## src/rtl/histo_th_ctrl.sv

```systemverilog
// Histogram SRAM sequencer: clear, accumulate a pixel histogram, then scan the cumulative sums into
// quantizer thresholds. Optional sticky saturation flag port: define HISTO_TH_CTRL_SAT_FLAG_EN.
module histo_th_ctrl #(
  parameter int P_DEPTH_BIT      = 8,
  parameter int P_DEPTH_SIZE_BIT = 10,
  parameter int P_TH_NUM         = 7
) (
  input  logic                            clk,
  input  logic                            rst,
  input  logic                            start,
  input  logic [P_DEPTH_SIZE_BIT:0]       num_pix,
  input  logic                            pix_vld,
  output logic                            pix_rdy,
  input  logic [P_DEPTH_BIT-1:0]          pix_data,
  output logic                            hs_cs,
  output logic                            hs_we,
  output logic [P_DEPTH_BIT-1:0]          hs_a,
  output logic [P_DEPTH_SIZE_BIT-1:0]     hs_d,
  input  logic [P_DEPTH_SIZE_BIT-1:0]     hs_q,
  output logic                            busy,
  output logic                            done,
`ifdef HISTO_TH_CTRL_SAT_FLAG_EN
  output logic                            sat_flag,
`endif
  output logic [P_TH_NUM*P_DEPTH_BIT-1:0] th
);

  localparam int CW = P_DEPTH_SIZE_BIT + 1;
  localparam int LV = P_TH_NUM + 1;
  localparam int PW = CW + $clog2(LV);
  localparam int AW = P_DEPTH_BIT + 1;
  localparam logic [AW-1:0] CNT_ONE  = AW'(1);
  localparam logic [AW-1:0] CNT_LAST = AW'((1 << P_DEPTH_BIT) - 1);
  localparam logic [AW-1:0] CNT_END  = AW'(1 << P_DEPTH_BIT);
  localparam logic [CW-1:0] PIX_ONE  = CW'(1);
  localparam logic [P_DEPTH_SIZE_BIT-1:0] BIN_MAX = '1;

  typedef enum logic [2:0] {
    S_IDLE   = 3'd0,
    S_CLEAR  = 3'd1,
    S_ACC_RD = 3'd2,
    S_ACC_WR = 3'd3,
    S_SCAN   = 3'd4,
    S_DONE   = 3'd5
  } state_t;

  typedef logic [P_TH_NUM-1:0][P_DEPTH_BIT-1:0] th_arr_t;

  function automatic logic [P_DEPTH_SIZE_BIT-1:0] sat_inc(input logic [P_DEPTH_SIZE_BIT-1:0] v);
    if (v == BIN_MAX) begin
      return v;
    end else begin
      return v + 1'b1;
    end
  endfunction

  // Level k is reached once cum/num_pix >= (k+1)/LV; cross-multiplied so no division is needed.
  function automatic logic reached(input logic [CW-1:0] cum, input int k, input logic [CW-1:0] num);
    return (PW'(cum) * PW'(LV)) >= (PW'(k + 1) * PW'(num));
  endfunction

  state_t               state_q, state_d;
  logic [AW-1:0]        cnt_q, cnt_d;
  logic [CW-1:0]        num_q, num_d;
  logic [CW-1:0]        pix_cnt_q, pix_cnt_d;
  logic [CW-1:0]        cum_q, cum_d, cum_new_s;
  logic [P_DEPTH_BIT-1:0] wr_addr_q, wr_addr_d, scan_bin_s;
  th_arr_t              th_q, th_d, acc_q, acc_d, acc_new_s;
  logic [P_TH_NUM-1:0]  set_q, set_d, set_new_s;
`ifdef HISTO_TH_CTRL_SAT_FLAG_EN
  logic                 sat_q, sat_d;
`endif

  // Threshold search for the bin whose count is arriving on hs_q this cycle.
  always_comb begin
    cum_new_s  = cum_q + CW'(hs_q);
    scan_bin_s = P_DEPTH_BIT'(cnt_q - CNT_ONE);
    acc_new_s  = acc_q;
    set_new_s  = set_q;
    for (int k = 0; k < P_TH_NUM; k++) begin
      if (!set_q[k] && reached(cum_new_s, k, num_q)) begin
        acc_new_s[k] = scan_bin_s;
        set_new_s[k] = 1'b1;
      end else begin
        acc_new_s[k] = acc_q[k];
        set_new_s[k] = set_q[k];
      end
    end
  end

  // Next-state and SRAM port decode.
  always_comb begin
    state_d   = state_q;
    cnt_d     = cnt_q;
    num_d     = num_q;
    pix_cnt_d = pix_cnt_q;
    cum_d     = cum_q;
    wr_addr_d = wr_addr_q;
    acc_d     = acc_q;
    set_d     = set_q;
    th_d      = th_q;
`ifdef HISTO_TH_CTRL_SAT_FLAG_EN
    sat_d     = sat_q;
`endif
    hs_cs     = 1'b0;
    hs_we     = 1'b0;
    hs_a      = '0;
    hs_d      = '0;
    case (state_q)
      S_IDLE: begin
        if (start) begin
          state_d   = S_CLEAR;
          num_d     = num_pix;
          cnt_d     = '0;
          pix_cnt_d = '0;
          cum_d     = '0;
          set_d     = '0;
`ifdef HISTO_TH_CTRL_SAT_FLAG_EN
          sat_d     = 1'b0;
`endif
        end else begin
          state_d = S_IDLE;
        end
      end
      S_CLEAR: begin
        hs_cs = 1'b1;
        hs_we = 1'b1;
        hs_a  = cnt_q[P_DEPTH_BIT-1:0];
        if (cnt_q == CNT_LAST) begin
          cnt_d   = '0;
          state_d = (num_q == '0) ? S_SCAN : S_ACC_RD;
        end else begin
          cnt_d = cnt_q + CNT_ONE;
        end
      end
      S_ACC_RD: begin
        if (pix_vld) begin
          hs_cs     = 1'b1;
          hs_a      = pix_data;
          wr_addr_d = pix_data;
          state_d   = S_ACC_WR;
        end else begin
          state_d = S_ACC_RD;
        end
      end
      S_ACC_WR: begin
        hs_cs     = 1'b1;
        hs_we     = 1'b1;
        hs_a      = wr_addr_q;
        hs_d      = sat_inc(hs_q);
        pix_cnt_d = pix_cnt_q + PIX_ONE;
`ifdef HISTO_TH_CTRL_SAT_FLAG_EN
        if (hs_q == BIN_MAX) begin
          sat_d = 1'b1;
        end else begin
          sat_d = sat_q;
        end
`endif
        if (pix_cnt_d == num_q) begin
          state_d = S_SCAN;
        end else begin
          state_d = S_ACC_RD;
        end
      end
      S_SCAN: begin
        // Reads run one bin ahead of the data, so bin n is evaluated at count n+1.
        if (cnt_q < CNT_END) begin
          hs_cs = 1'b1;
          hs_a  = cnt_q[P_DEPTH_BIT-1:0];
        end else begin
          hs_cs = 1'b0;
        end
        if (cnt_q != '0) begin
          cum_d = cum_new_s;
          acc_d = acc_new_s;
          set_d = set_new_s;
        end else begin
          cum_d = cum_q;
        end
        if (cnt_q == CNT_END) begin
          state_d = S_DONE;
          for (int k = 0; k < P_TH_NUM; k++) begin
            th_d[k] = set_new_s[k] ? acc_new_s[k] : '1;
          end
        end else begin
          cnt_d = cnt_q + CNT_ONE;
        end
      end
      S_DONE: begin
        state_d = S_IDLE;
      end
      default: begin
        state_d = S_IDLE;
      end
    endcase
  end

  // State and datapath registers.
  always_ff @(posedge clk) begin
    if (rst) begin
      state_q   <= S_IDLE;
      cnt_q     <= '0;
      num_q     <= '0;
      pix_cnt_q <= '0;
      cum_q     <= '0;
      wr_addr_q <= '0;
      acc_q     <= '0;
      set_q     <= '0;
      th_q      <= '1;
`ifdef HISTO_TH_CTRL_SAT_FLAG_EN
      sat_q     <= 1'b0;
`endif
    end else begin
      state_q   <= state_d;
      cnt_q     <= cnt_d;
      num_q     <= num_d;
      pix_cnt_q <= pix_cnt_d;
      cum_q     <= cum_d;
      wr_addr_q <= wr_addr_d;
      acc_q     <= acc_d;
      set_q     <= set_d;
      th_q      <= th_d;
`ifdef HISTO_TH_CTRL_SAT_FLAG_EN
      sat_q     <= sat_d;
`endif
    end
  end

  assign pix_rdy = (state_q == S_ACC_RD);
  assign busy    = (state_q == S_CLEAR) || (state_q == S_ACC_RD) ||
                   (state_q == S_ACC_WR) || (state_q == S_SCAN);
  assign done    = (state_q == S_DONE);
  assign th      = th_q;
`ifdef HISTO_TH_CTRL_SAT_FLAG_EN
  assign sat_flag = sat_q;
`endif

endmodule

```

## config.mk

```make
export PLATFORM = sky130hd
export DESIGN_NAME = histo_th_ctrl
export DESIGN_NICKNAME = d
export VERILOG_FILES = /design/src/rtl/histo_th_ctrl.sv
export SDC_FILE = /design/constraint.sdc
export NUM_CORES = 1
export LEC_CHECK = 0
export BUFFER_PORTS_ARGS = -buffer_cell sky130_fd_sc_hd__clkbuf_2
export CAP_MARGIN = 20
export CELL_PAD_IN_SITES_DETAIL_PLACEMENT = 1
export CELL_PAD_IN_SITES_GLOBAL_PLACEMENT = 2
export CORE_MARGIN = 8
export CORE_UTILIZATION = 37
export DETAILED_ROUTE_END_ITERATION = 8
export PLACE_DENSITY = 0.86
export SYNTH_ARGS = -nofsm -noshare
export SYNTH_HDL_FRONTEND = slang
export SYNTH_SLANG_ARGS = --single-unit
```

## constraint.sdc

```tcl
create_clock -name clk -period 4.7 [get_ports clk]
set_input_delay 0.47 -clock clk [delete_from_list [all_inputs] [get_ports clk]]
set_output_delay 0.47 -clock clk [all_outputs]
set_load 0.1 [all_outputs]
```

# Word level (Yosys, flattened, before mapping)
# Index checks and enable logic that the tools add are counted.
# Widths: inputs -> output; s select.
# totals
register_bits	172
in_bits	33
output_inout_bits	79
word_cells	132
# classes
addsub	5
multipliers	4
magnitude_cmp	8
eq_ne	14
n_mux	48
reduce_logical	32
# ops
cell	n
$mux 8	16
$pmux 11 s2	2
$ge 14x14->1	3
$pmux 8 s4	1
$ge 14x13->1	2
$mul 3x11->14 const A	2
$mux 9	3
$pmux 9 s3	1
$mul 2x11->13 const A	2
$mux 11	2
$mux 10	2
$pmux 3 s5	1
$ge 14x11->1	1
$ge 14x12->1	1
$mux 7	2
$pmux 7 s2	1
$mux 1	12
$mux 3	4
$reduce_and 2->1	6
$add 11x1->11 const B	1
$add 11x10->11	1
$eq 11x11->1	1
$logic_not 11->1	1
$add 10x1->10 const B	1
20 further kinds	42

# Depth between registers and ports, before layout
# Gate-level depths: netlist of the first run.
# depth
word_depth	6
depth_mapped	20
ltp_nobuf	19

# Worst setup path before layout of the first run
# OpenSTA, ideal clock, no wires.
# synth_path
kind	reg-to-output
from	register state_q[0]
to	output hs_d[8]
t_arrival_ns	4.244
required_time_ns	4.230
slack_ns	-0.014
stages_incl_launch_ff	8
n_path_buf	3
path_cell_list	dfxtp_1 clkbuf_1 nand2b_1 inv_1 nand2_1 clkbuf_1 buf_1 nor3_1
# synth_via
elab_chain_cells	2
# synth_rtl
element	line_no	source
start: declaration	62	state_t state_q, state_d;
start signal: assignment	214	state_q <= state_d;
$eq 3x2->1	109	case (state_q)
$mux 10	109	
end: declaration	18	output logic [P_DEPTH_SIZE_BIT-1:0] hs_d,
# No other way between the ends.

# Final worst setup path of the first run
# layout_path
from	register num_q[0]
to	register acc_q[52] (netlist name)
# layout_via
elab_chain_cells	4
# layout_rtl
element	line_no	source
start: declaration	64	logic [CW-1:0] num_q, num_d;
start signal: assignment	216	num_q <= num_d;
$mul 3x11->14	59	return (PW'(cum) * PW'(LV)) >= (PW'(k + 1) * PW'(num));
$ge 14x14->1	59	
$logic_and 1x1->1	81	if (!set_q[k] && reached(cum_new_s, k, num_q)) begin
$mux 8	81	
end signal: assignment	207	acc_q <= '0;
end signal: assignment	220	acc_q <= acc_d;
end: declaration	68	th_arr_t th_q, th_d, acc_q, acc_d, acc_new_s;
# No other way between the ends.
# A chain may end at the register's enable or synchronous reset.

==> out/metrics.cfg, run 1 <==
[outcome]
run_status=completed

[sta]
finalHoldWorstSlack_ps=245
setup_slack_ps=271
final-hold-violation-count=0
fmax_mhz=226
clock-skew-final_ps=14.3
min_period_over_period_pct=94.2
setup_viol=0
final_period_minus_worst_setup_slack_ps=4430
slew_headroom_pct=35.9
max_slew.worst_pin.slew_ps=957
report.final.slew_viol_count=0

[yosys]
synth_instances=1406
ys_warn_count=0
synth-xor-area-share_pct=4.35
syn_nets=1585
yosysUniqueCellTypes=75
synth_area_um2=11700
post_synth_fa_ha_maj_area_fraction_pct=16.6
syn-mean-instance-area_um2=8.30
synth-compound-area-share_pct=22.5
yosys-mux-area-fraction_pct=5.16
synth-main-ff-cell=dfxtp_1
synth_simple_gate_area_share_pct=15.9
synth_edf_count=0
share_of_synthesized_area_occupied_by_flip_flops_and_latches_pct=29.5
main_combinational_cell_family_by_area_after_synthesis=compound AO/OA/AOI/OAI gates
proportion_of_register_bits_with_asynchronous_set_or_reset_after_synthesis_pct=0
number_of_synthesized_register_bits=172

[grt]
grt_first_pass_wirelength_mm=61.4
grt_start_max_net_pins=78
globalRoute.totalOverflow=0
globalRouteTotalUtil_pct=20.0
first_global_vias=11500
antenna_violations_before_repair=0

[route]
drt-wirelength-per-cell_um=19.6
avgViaCountPerCell=5.63
ant_nets=0
remaining_drc_errors=0
drt_first_pass_iters=5
first_iter_violations=609
via_count=10800
overall_routed_net_length_mm=37.7

[worst_setup_path]
critical_path_s_slowest_cell=fa_1
worst-setup-path-type=flip-flop to flip-flop
worstRegToRegCells=19
critical_path.cell_chain=fa_1 -> ha_1 -> inv_1 -> fa_1 -> nor2b_1 -> o21ai_0 -> a21oi_1 -> o21ai_0 -> a21o_1 -> a211oi_1 -> nor4b_2 -> ha_1 -> nand2_1 -> a21oi_1 -> o211ai_1 -> a211oi_4 -> buf_12 -> mux2i_1 -> nor2_1
end_kind=flip-flop
reg2reg_slack_ps=270
worstPathMaxFanout=12
reg_to_reg_start=num_q[0]$_SDFFE_PP0P_
critical_path.startpoint=num_q[0]$_SDFFE_PP0P_
critical_path_arrival_ps=4720
crit_path_max_incr_delay_ps=560
critical_path.reg2reg.endpoint=acc_q[52]$_SDFFE_PP0P_
critPathLaunchType=flip-flop
cp_data_required_time_ps=5000

[cts]
cts_buffer_count=17
clkSlewWorstSetupHoldPaths_ps=70
cts_sinks=172
root_buffer=clkbuf_16
cts.htree.levels=4
cts_buffer_depth=2
worstSkewPairLatency_ps=440
tritoncts=done

[floorplan]
floorplan.die.height_um=194
core_area_um2=31300
rows=65
die_w_um=194
pin_count=112
design.die.area_um2=37500
start_util_pct=37.3

[min_path]
min_from=num_pix[6]
hp-class=input pin to flip-flop
whs_endpoint=num_q[6]$_SDFFE_PP0P_
hold_path_depth=3

[pwr]
clock_power_share_pct=24.5
power.ir.vdd_worst_mv=0.663
combPwrFrac_pct=46.4
switching_share_pct=44.4
net-switching-power_w=0.00246
seqPwrFrac_pct=29.1
internal_power_w=0.00309
power.static_leakage_nw=5.95
power_density_nw_per_um2=413

[final_layout]
drive_gt1_share_pct=14.4
finish.net_count=1690
antenna_cells_inserted=0
layout-area-overhead-vs-synth_pct=15.1
final_util_pct=42.9

[place]
finalWeightedCongestion=0.826
dp_hpwl_mm=28.0
port-buffer-count=111
place_ws_ps=-47.5

[run]
drv.max_cap_violation_count=0

-- worst max-delay path by stage --
stage,cells after the start,endpoint
floorplan,18,acc_q[22]$_SDFFE_PP0P_
global placement,17,acc_q[51]$_SDFFE_PP0P_
detailed placement,18,acc_q[52]$_SDFFE_PP0P_
CTS,17,acc_q[21]$_SDFFE_PP0P_
global route,19,acc_q[51]$_SDFFE_PP0P_
finish,19,acc_q[52]$_SDFFE_PP0P_
-- cells in the mapped netlist, types with 13 or more instances --
cell type | count | area share (%)
a211o_1 | 13 | 0.98
a21o_1 | 22 | 1.4
a21oi_1 | 148 | 6.3
a221o_1 | 25 | 2.1
and3_1 | 13 | 0.70
clkbuf_1 | 55 | 1.8
dfxtp_1 | 172 | 30
fa_1 | 14 | 2.4
ha_1 | 132 | 14
inv_1 | 99 | 3.2
mux2i_1 | 59 | 5.1
nand2_1 | 147 | 4.7
nand2b_1 | 13 | 0.70
nand3_1 | 35 | 1.5
nand4_1 | 13 | 0.70
nor2_1 | 107 | 3.4
nor3_1 | 27 | 1.2
o211ai_1 | 15 | 0.97
o21ai_0 | 64 | 2.7
o31ai_1 | 19 | 1.2
xnor2_1 | 36 | 2.7
xor2_1 | 22 | 1.7
-- critical path: cells and delay by family (launching register included) --
| kind | cells | cell delay [ps] |
|---|---|---|
| compound gates | 8 | 1730 |
| fa+ha+maj | 4 | 1420 |
| buf+inv | 2 | 230 |
| flops | 1 | 370 |
| mux | 1 | 200 |
| simple gates | 4 | 340 |
-- final cells by class --
class                           count  area (um2)
Sequential cell                   172        3440
Inverter                          104         390
Tap cell                          402         503
Clock inverter                     10        83.8
Fill cell                        3781       17900
Clock buffer                       20         457
Timing Repair Buffer              158         947
Multi-Input combinational cell   1058        7600
-- repair_timing --
action | in CTS | in global routing
endpoints found under the setup margin | 3 | 55
gates resized for setup | 1 | 10
hold buffers | 0 | 0
pin swaps | 0 | 1
buffers inserted | 0 | 3
-- kinds of logic (layout without fill, tap and decap cells) --
kind of cell | after synthesis | count (layout)
XOR/XNOR | 58 | 58
flip-flops | 172 | 172
multiplexers | 60 | 60
buffers and inverters | 176 | 292
AO/OA/AOI/OAI | 393 | 393
AND/OR/NAND/NOR | 401 | 401
adder cells (fa/ha/maj) | 146 | 146
-- stage by stage --
stage	area (um2)	instances	setup TNS, ps	power, W
2_1_floorplan	11700	1406	0	0.00332
3_3_place_gp	12800	1888	0	0.00408
5_1_grt	13400	1924	-45.8	0.00590
4_1_cts	13300	1919	0	0.00555
3_5_place_dp	12800	1889	-139	0.00417
6_report	13400	1924	0	0.00555
-- registers in the layout (all words and copies together) (netlist names) --
signal	cells
acc_q	56
wr_addr_q	8
pix_cnt_q	11
cum_q	11
set_q	7
th	56
cnt_q	9
state_q	3
num_q	11
-- routing by layer --
layer | vias up | GRT usage, % | routed length (um)
li1 | 5246 | - | -
met1 | 5335 | 25.1 | 17800
met2 | 199 | 34.3 | 17800
met3 | 54 | 3.38 | 1330
met4 | 0 | 6.84 | 779
met5 | - | 0 | 0
-- layout by cell type (no fill, tap or decap), drive strengths merged, types with 5 or more instances in the layout --
cell	synthesis	final
a211o	13	13
a2111oi	7	7
clkinv	4	7
mux2i	59	59
a21o	22	22
xor2	22	22
a211oi	8	8
a31oi	5	5
dfxtp	172	172
o21a	8	8
and2	5	5
clkbuf	55	130
fa	14	14
nand4	13	13
a221o	25	25
nor2	107	107
nand3	35	35
xnor2	36	36
ha	132	132
o211ai	15	15
nand2	149	149
nand2b	13	13
nor3	27	27
inv	100	105
o31ai	21	21
a221oi	12	12
a222oi	8	8
or3	12	12
o21ai	68	68
and3	13	13
buf	17	48
o21bai	6	6
a21oi	149	149
-- power groups by stage --
| stage | Sequential, W | Combinational, W | Clock [W] |
|---|---|---|---|
| after floorplan | 0.00161 | 0.00172 | 0 |
| after global placement | 0.00164 | 0.00244 | 0 |
| after detailed placement | 0.00165 | 0.00252 | 0 |
| after CTS | 0.00161 | 0.00255 | 0.00139 |
| after global routing | 0.00163 | 0.00284 | 0.00144 |
| final | 0.00161 | 0.00257 | 0.00136 |
Power figures use the tool's default switching activity.
==> run 2: changes to the inputs <==
CTS_BUF_LIST = sky130_fd_sc_hd__clkbuf_8 sky130_fd_sc_hd__clkbuf_16   (was unset)
CTS_CLUSTER_SIZE = 40   (was unset)
==> run 2 against run 1 <==
- routed wire length stayed put
- hold slack hardly changed
- total power hardly changed
- design area stayed put
- critical path depth stayed put
- die area stayed put
- non-clock buffer count stayed put
- worst setup slack hardly changed
- sequential share of layout area stayed put
- maximum frequency stayed put
- clock power hardly changed
- critical path type unchanged
- largest power group unchanged
==> out/metrics.cfg, run 2 (synthesis results as in run 1) <==
[worst_setup_path]
critical_path.n_buffers_inverters=2  ; unchanged
critPathLaunchType=flip-flop  ; unchanged
end_kind=flip-flop  ; unchanged
reg_to_reg_start=num_q[0]$_SDFFE_PP0P_  ; unchanged
reg2reg_slack_ps=270  ; about the same
crit_family=compound AO/OA/AOI/OAI gates  ; unchanged
cp_data_required_time_ps=5000  ; about the same
critical_path_s_slowest_cell=fa_1  ; unchanged
critical_path.reg2reg.endpoint=acc_q[52]$_SDFFE_PP0P_  ; unchanged
critical_path.cell_chain=fa_1 -> ha_1 -> inv_1 -> fa_1 -> nor2b_1 -> o21ai_0 -> a21oi_1 -> o21ai_0 -> a21o_1 -> a211oi_1 -> nor4b_2 -> ha_1 -> nand2_1 -> a21oi_1 -> o211ai_1 -> a211oi_4 -> buf_12 -> mux2i_1 -> nor2_1  ; unchanged
crit_path_max_incr_delay_ps=560  ; about the same
critical_path.startpoint=num_q[0]$_SDFFE_PP0P_  ; unchanged
critical_path_arrival_ps=4720  ; about the same
worstPathMaxFanout=12  ; unchanged
worst-setup-path-type=flip-flop to flip-flop  ; unchanged
worstRegToRegCells=19  ; unchanged

[place]
dp_hpwl_mm=28.0  ; unchanged
placed_cells=1889  ; unchanged
port-buffer-count=111  ; unchanged
place_ws_ps=-47.5  ; unchanged
placed_area_um2=12800  ; unchanged
finalWeightedCongestion=0.826  ; unchanged

[sta]
clock-skew-final_ps=15.2  ; was 14.3 ps
slew_headroom_pct=35.9  ; about the same
setup_slack_ps=271  ; about the same
fmax_mhz=226  ; unchanged
final-hold-violation-count=0  ; unchanged
max_slew.worst_pin.slew_ps=957  ; about the same
setup_viol=0  ; unchanged
final_period_minus_worst_setup_slack_ps=4430  ; about the same
finalSetupTns_ps=0  ; unchanged
min_period_over_period_pct=94.2  ; about the same
report.final.slew_viol_count=0  ; unchanged

[floorplan]
rows=65  ; unchanged
floorplan.die.height_um=194  ; unchanged
die_w_um=194  ; unchanged
pin_count=112  ; unchanged
start_util_pct=37.3  ; unchanged
design.die.area_um2=37500  ; unchanged
core_area_um2=31300  ; unchanged

[cts]
cts.htree.levels=4  ; unchanged
cts_buffer_depth=2  ; unchanged
root_buffer=clkbuf_16  ; unchanged
cts_buffer_count=17  ; unchanged
clkSlewWorstSetupHoldPaths_ps=70  ; about the same
ctsHoldBuffers=0  ; unchanged
cts_sinks=172  ; unchanged
worstSkewPairLatency_ps=440  ; about the same
tritoncts=done  ; unchanged

[route]
first_iter_violations=609  ; unchanged
drt-wirelength-per-cell_um=19.6  ; unchanged
drt_first_pass_iters=5  ; unchanged
avgViaCountPerCell=5.63  ; about the same
remaining_drc_errors=0  ; unchanged
ant_nets=0  ; unchanged
via_count=10800  ; about the same
overall_routed_net_length_mm=37.7  ; unchanged

[final_layout]
layout-area-overhead-vs-synth_pct=15.1  ; unchanged
final_common_cell=dfxtp_1  ; unchanged
drive_gt1_share_pct=14.4  ; unchanged
finish.net_count=1690  ; unchanged
final_area_um2=13400  ; unchanged
antenna_cells_inserted=0  ; unchanged
fillers=3781  ; unchanged
final_util_pct=42.9  ; unchanged
fin_cells=1924  ; unchanged
commonest_non_fill_non_tap_cells_in_the_layout=dfxtp_1 (172), nand2_1 (147), a21oi_1 (146)  ; unchanged

[grt]
globalRouteTotalUtil_pct=20.0  ; unchanged
grt_first_pass_wirelength_mm=61.4  ; unchanged
antenna_violations_before_repair=0  ; unchanged
grt_start_max_net_pins=78  ; unchanged
globalRoute.totalOverflow=0  ; unchanged
first_global_vias=11500  ; unchanged

[pwr]
internal_power_w=0.00308  ; was 0.00309 W
power.ir.vdd_worst_mv=0.663  ; unchanged
clock_power_share_pct=24.5  ; about the same
switching_share_pct=44.4  ; about the same
net-switching-power_w=0.00246  ; about the same
seqPwrFrac_pct=29.1  ; about the same
power.static_leakage_nw=5.96  ; was 5.95 nW
power_density_nw_per_um2=413  ; about the same
combPwrFrac_pct=46.4  ; about the same

[min_path]
min_from=num_pix[6]  ; unchanged
hp-class=input pin to flip-flop  ; unchanged
hold_path_depth=3  ; unchanged
whs_endpoint=num_q[6]$_SDFFE_PP0P_  ; unchanged

[run]
drv.max_cap_violation_count=0  ; unchanged

[outcome]
run_status=completed  ; unchanged

[run 2: layout make-up]
cell class	instances	area (um2)	share of cell area [%]
inverter	104	390	2.91
timing repair buffer	158	947	7.05
multi-input combinational	1058	7600	56.6
clock buffer	19	453	3.37
tap	402	503	3.75
clock inverter	11	87.6	0.652
sequential	172	3440	25.6
[run 2: routing by layer]
layer	part of all wire, %	vias to the layer above	GRT usage, %
li1	-	5246	-
met1	47	5335	25.1
met2	47	196	34.3
met3	3.5	54	3.38
met4	2.1	0	6.84
met5	0	-	0
[run 2: through the flow]
stage                     total power, W  hold slack, ps
after floorplan                  0.00332             436
after global placement           0.00408             442
after detailed placement         0.00417             452
after CTS                        0.00555             230
after global routing             0.00590             253
final                            0.00554             245
[run 2: how the worst max path moves through the flow]
stage,end,cells past startpoint
CTS,acc_q[21]$_SDFFE_PP0P_,17
floorplan,acc_q[22]$_SDFFE_PP0P_,18
global placement,acc_q[51]$_SDFFE_PP0P_,17
finish,acc_q[52]$_SDFFE_PP0P_,19
detailed placement,acc_q[52]$_SDFFE_PP0P_,18
global route,acc_q[51]$_SDFFE_PP0P_,19
[run 2: tightest hold or removal path, delay by kind of cell]
family | cells | cell delay, ps
buffers and inverters | 1 | 80
AO/OA/AOI/OAI | 1 | 50
AND/OR/NAND/NOR | 1 | 40
[run 2: repair_timing]
item                                    in CTS  in global routing
buffers inserted                             0                  3
pin swaps                                    0                  1
endpoints found under the setup margin       3                 55
resized for setup                            1                 10
[run 2: power groups by stage]
stage / Combinational (W) / Sequential [W] / Clock [W]
floorplan: 0.00172 / 0.00161 / 0
global placement: 0.00244 / 0.00164 / 0
detailed placement: 0.00252 / 0.00165 / 0
CTS: 0.00255 / 0.00161 / 0.00138
global route: 0.00284 / 0.00163 / 0.00144
finish: 0.00257 / 0.00161 / 0.00136
==> run 3: changes to the inputs <==
clock period = 4.9 ns   (was 4.7 ns; I/O delays follow)
==> run 3 against run 2 <==
- routed wire length shrank 1.2%
- clock power grew 4%
- global-route usage decreased by 0.23 points
- core utilization is essentially flat
- count of clock-buffer cells in the layout down 1
- sequential cell count unchanged
==> out/metrics.cfg, run 3 (synthesis results as in run 1) <==
[grt]
grt_start_max_net_pins=67  ; was 78
globalRoute.totalOverflow=0  ; unchanged
grt_first_pass_wirelength_mm=61.1  ; was 61.4 mm
globalRouteTotalUtil_pct=19.8  ; was 20.0%
first_global_vias=11300  ; was 11,500
antenna_violations_before_repair=0  ; unchanged

[cts]
tritoncts=done  ; unchanged
cts_buffer_depth=2  ; unchanged
cts_sinks=172  ; unchanged
cts.htree.levels=4  ; unchanged
clkSlewWorstSetupHoldPaths_ps=70  ; about the same
ctsHoldBuffers=0  ; unchanged
worstSkewPairLatency_ps=450  ; was 440 ps
root_buffer=clkbuf_16  ; unchanged
cts_buffer_count=17  ; unchanged

[sta]
final_period_minus_worst_setup_slack_ps=4540  ; was 4430 ps
min_period_over_period_pct=92.6  ; was 94.2%
slew_headroom_pct=32.3  ; was 35.9%
grt_setup_unrepaired=false
setup_viol=0  ; unchanged
max_slew.worst_pin.slew_ps=1010  ; was 957 ps
final-hold-violation-count=0  ; unchanged
fmax_mhz=220  ; was 226 MHz
report.final.slew_viol_count=0  ; unchanged
clock-skew-final_ps=13.9  ; was 15.2 ps
finalSetupTns_ps=0  ; unchanged

[pwr]
seqPwrFrac_pct=29.0  ; was 29.1%
switching_share_pct=44.1  ; was 44.4%
design_power_total_w=0.00538  ; was 0.00554 W
combPwrFrac_pct=44.8  ; was 46.4%
power_density_nw_per_um2=400  ; was 413 nW/um2
clock_power_share_pct=26.2  ; was 24.5%
net-switching-power_w=0.00237  ; was 0.00246 W
power.static_leakage_nw=5.95  ; was 5.96 nW
internal_power_w=0.00300  ; was 0.00308 W
power.ir.vdd_worst_mv=0.528  ; was 0.663 mV

[worst_setup_path]
end_kind=flip-flop  ; unchanged
critical_path_s_slowest_cell=a211oi_4  ; was fa_1
critical_path.n_buffers_inverters=1  ; was 2
critPathLaunchType=flip-flop  ; unchanged
worst-setup-path-type=flip-flop to flip-flop  ; unchanged
crit_family=compound AO/OA/AOI/OAI gates  ; unchanged
cp_data_required_time_ps=5190  ; was 5000 ps
crit_path_max_incr_delay_ps=610  ; was 560 ps
critical_path.cell_chain=buf_4 -> ha_1 -> ha_1 -> a21o_1 -> a21oi_1 -> o21ai_0 -> a21oi_1 -> o21ai_0 -> o311a_1 -> ha_1 -> nand2_1 -> a21oi_1 -> nand2_1 -> a21o_1 -> a211oi_4 -> mux2i_1 -> nor2_1  ; was fa_1 -> ha_1 -> inv_1 -> fa_1 -> nor2b_1 -> o21ai_0 -> a21oi_1 -> o21ai_0 -> a21o_1 -> a211oi_1 -> nor4b_2 -> ha_1 -> nand2_1 -> a21oi_1 -> o211ai_1 -> a211oi_4 -> buf_12 -> mux2i_1 -> nor2_1
critical_path_arrival_ps=4830  ; was 4720 ps
worstPathMaxFanout=13  ; was 12

[final_layout]
commonest_non_fill_non_tap_cells_in_the_layout=dfxtp_1 (172), a21oi_1 (148), nand2_1 (147)  ; was dfxtp_1 (172), nand2_1 (147), a21oi_1 (146)
finish.net_count=1686  ; was 1,690
antenna_cells_inserted=0  ; unchanged
drive_gt1_share_pct=14.0  ; was 14.4%
layout-area-overhead-vs-synth_pct=15.1  ; about the same
fillers=3772  ; was 3,781
final_common_cell=dfxtp_1  ; unchanged

[route]
first_iter_violations=628  ; was 609
overall_routed_net_length_mm=37.3  ; was 37.7 mm
avgViaCountPerCell=5.60  ; was 5.63
remaining_drc_errors=0  ; unchanged
drt_first_pass_iters=5  ; unchanged
drt-wirelength-per-cell_um=19.4  ; was 19.6 um
via_count=10800  ; about the same
ant_nets=0  ; unchanged

[place]
port-buffer-count=111  ; unchanged
dp_hpwl_mm=27.6  ; was 28.0 mm
finalWeightedCongestion=0.806  ; was 0.826

[floorplan]
floorplan.die.height_um=194  ; unchanged
design.die.area_um2=37500  ; unchanged
rows=65  ; unchanged
core_area_um2=31300  ; unchanged
die_w_um=194  ; unchanged
start_util_pct=37.3  ; unchanged
pin_count=112  ; unchanged

[min_path]
hp-class=input pin to flip-flop  ; unchanged

[outcome]
run_status=completed  ; unchanged

[run]
drv.max_cap_violation_count=0  ; unchanged

run 3: cell types whose count changed in the layout (fill, tap and decap cells not counted), sizes merged:
| cell | previous run | this run |
|---|---|---|
| buf | 48 | 44 |
| clkbuf | 129 | 128 |
| clkinv | 7 | 8 |
| bufinv | 0 | 1 |
| inv | 106 | 107 |
run 3: what timing repair did:
action	CTS	global route
hold endpoints to repair	0	0
resized for setup	0	7
setup endpoints to repair	0	49
setup buffers	0	1
run 3: power groups by stage:
| stage | combinational, W | clock, W | sequential, W |
|---|---|---|---|
| floorplan | 0.00165 | 0 | 0.00154 |
| CTS | 0.00240 | 0.00144 | 0.00156 |
| finish | 0.00241 | 0.00141 | 0.00156 |
| detailed placement | 0.00237 | 0 | 0.00159 |
| global placement | 0.00230 | 0 | 0.00159 |
| global route | 0.00267 | 0.00150 | 0.00157 |
run 3: layer usage:
layer / vias to the layer above / GRT usage, % / share of wire (%)
met5: - / 0 / 0
met3: 41 / 3.38 / 3.9
met1: 5279 / 25.4 / 46
met4: 0 / 5.39 / 1.8
li1: 5245 / - / -
met2: 194 / 33.8 / 48
run 3: worst min-delay path, delay by kind of cell:
| kind | cells | cell delay [ps] |
|---|---|---|
| buffers and inverters | 1 | 80 |
| AOI/OAI and AO/OA | 1 | 50 |
| and+or+nand+nor | 1 | 40 |
run 3: final timing paths:
check | depth (start not counted) | from | endpoint | slack [ps]
worst max-delay path | 17 | num_q[2]$_SDFFE_PP0P_ | acc_q[39]$_SDFFE_PP0P_ | 360
worst max register to register | 17 | num_q[2]$_SDFFE_PP0P_ | acc_q[39]$_SDFFE_PP0P_ | 360
worst min register to register | 2 | wr_addr_q[5]$_SDFFE_PP0P_ | wr_addr_q[5]$_SDFFE_PP0P_ | 460
worst min-delay path | 3 | num_pix[9] | num_q[9]$_SDFFE_PP0P_ | 270
run 3: cell type report:
type                            instances  area, um2  share of cell area, %
Multi-Input combinational cell       1058       7580                   56.4
Sequential cell                       172       3440                   25.6
Timing Repair Buffer                  154        906                   6.74
Tap cell                              402        503                   3.75
Clock buffer                           18        439                   3.27
Inverter                              104        390                   2.91
Clock inverter                         14        171                   1.28
run 3: stage by stage:
| step | area (um2) | utilization (%) | hold slack (ps) | instances | setup WS (ps) |
|---|---|---|---|---|---|
| after floorplan | 11700 | - | 436 | 1406 | 166 |
| after global placement | 12800 | 40.8 | 443 | 1888 | 135 |
| after detailed placement | 12800 | 40.8 | 452 | 1888 | 31.0 |
| after CTS | 13400 | 42.7 | 250 | 1920 | 13.7 |
| after global routing | 13400 | 42.9 | 262 | 1922 | 9.03 |
| final | 13400 | 42.9 | 273 | 1922 | 361 |
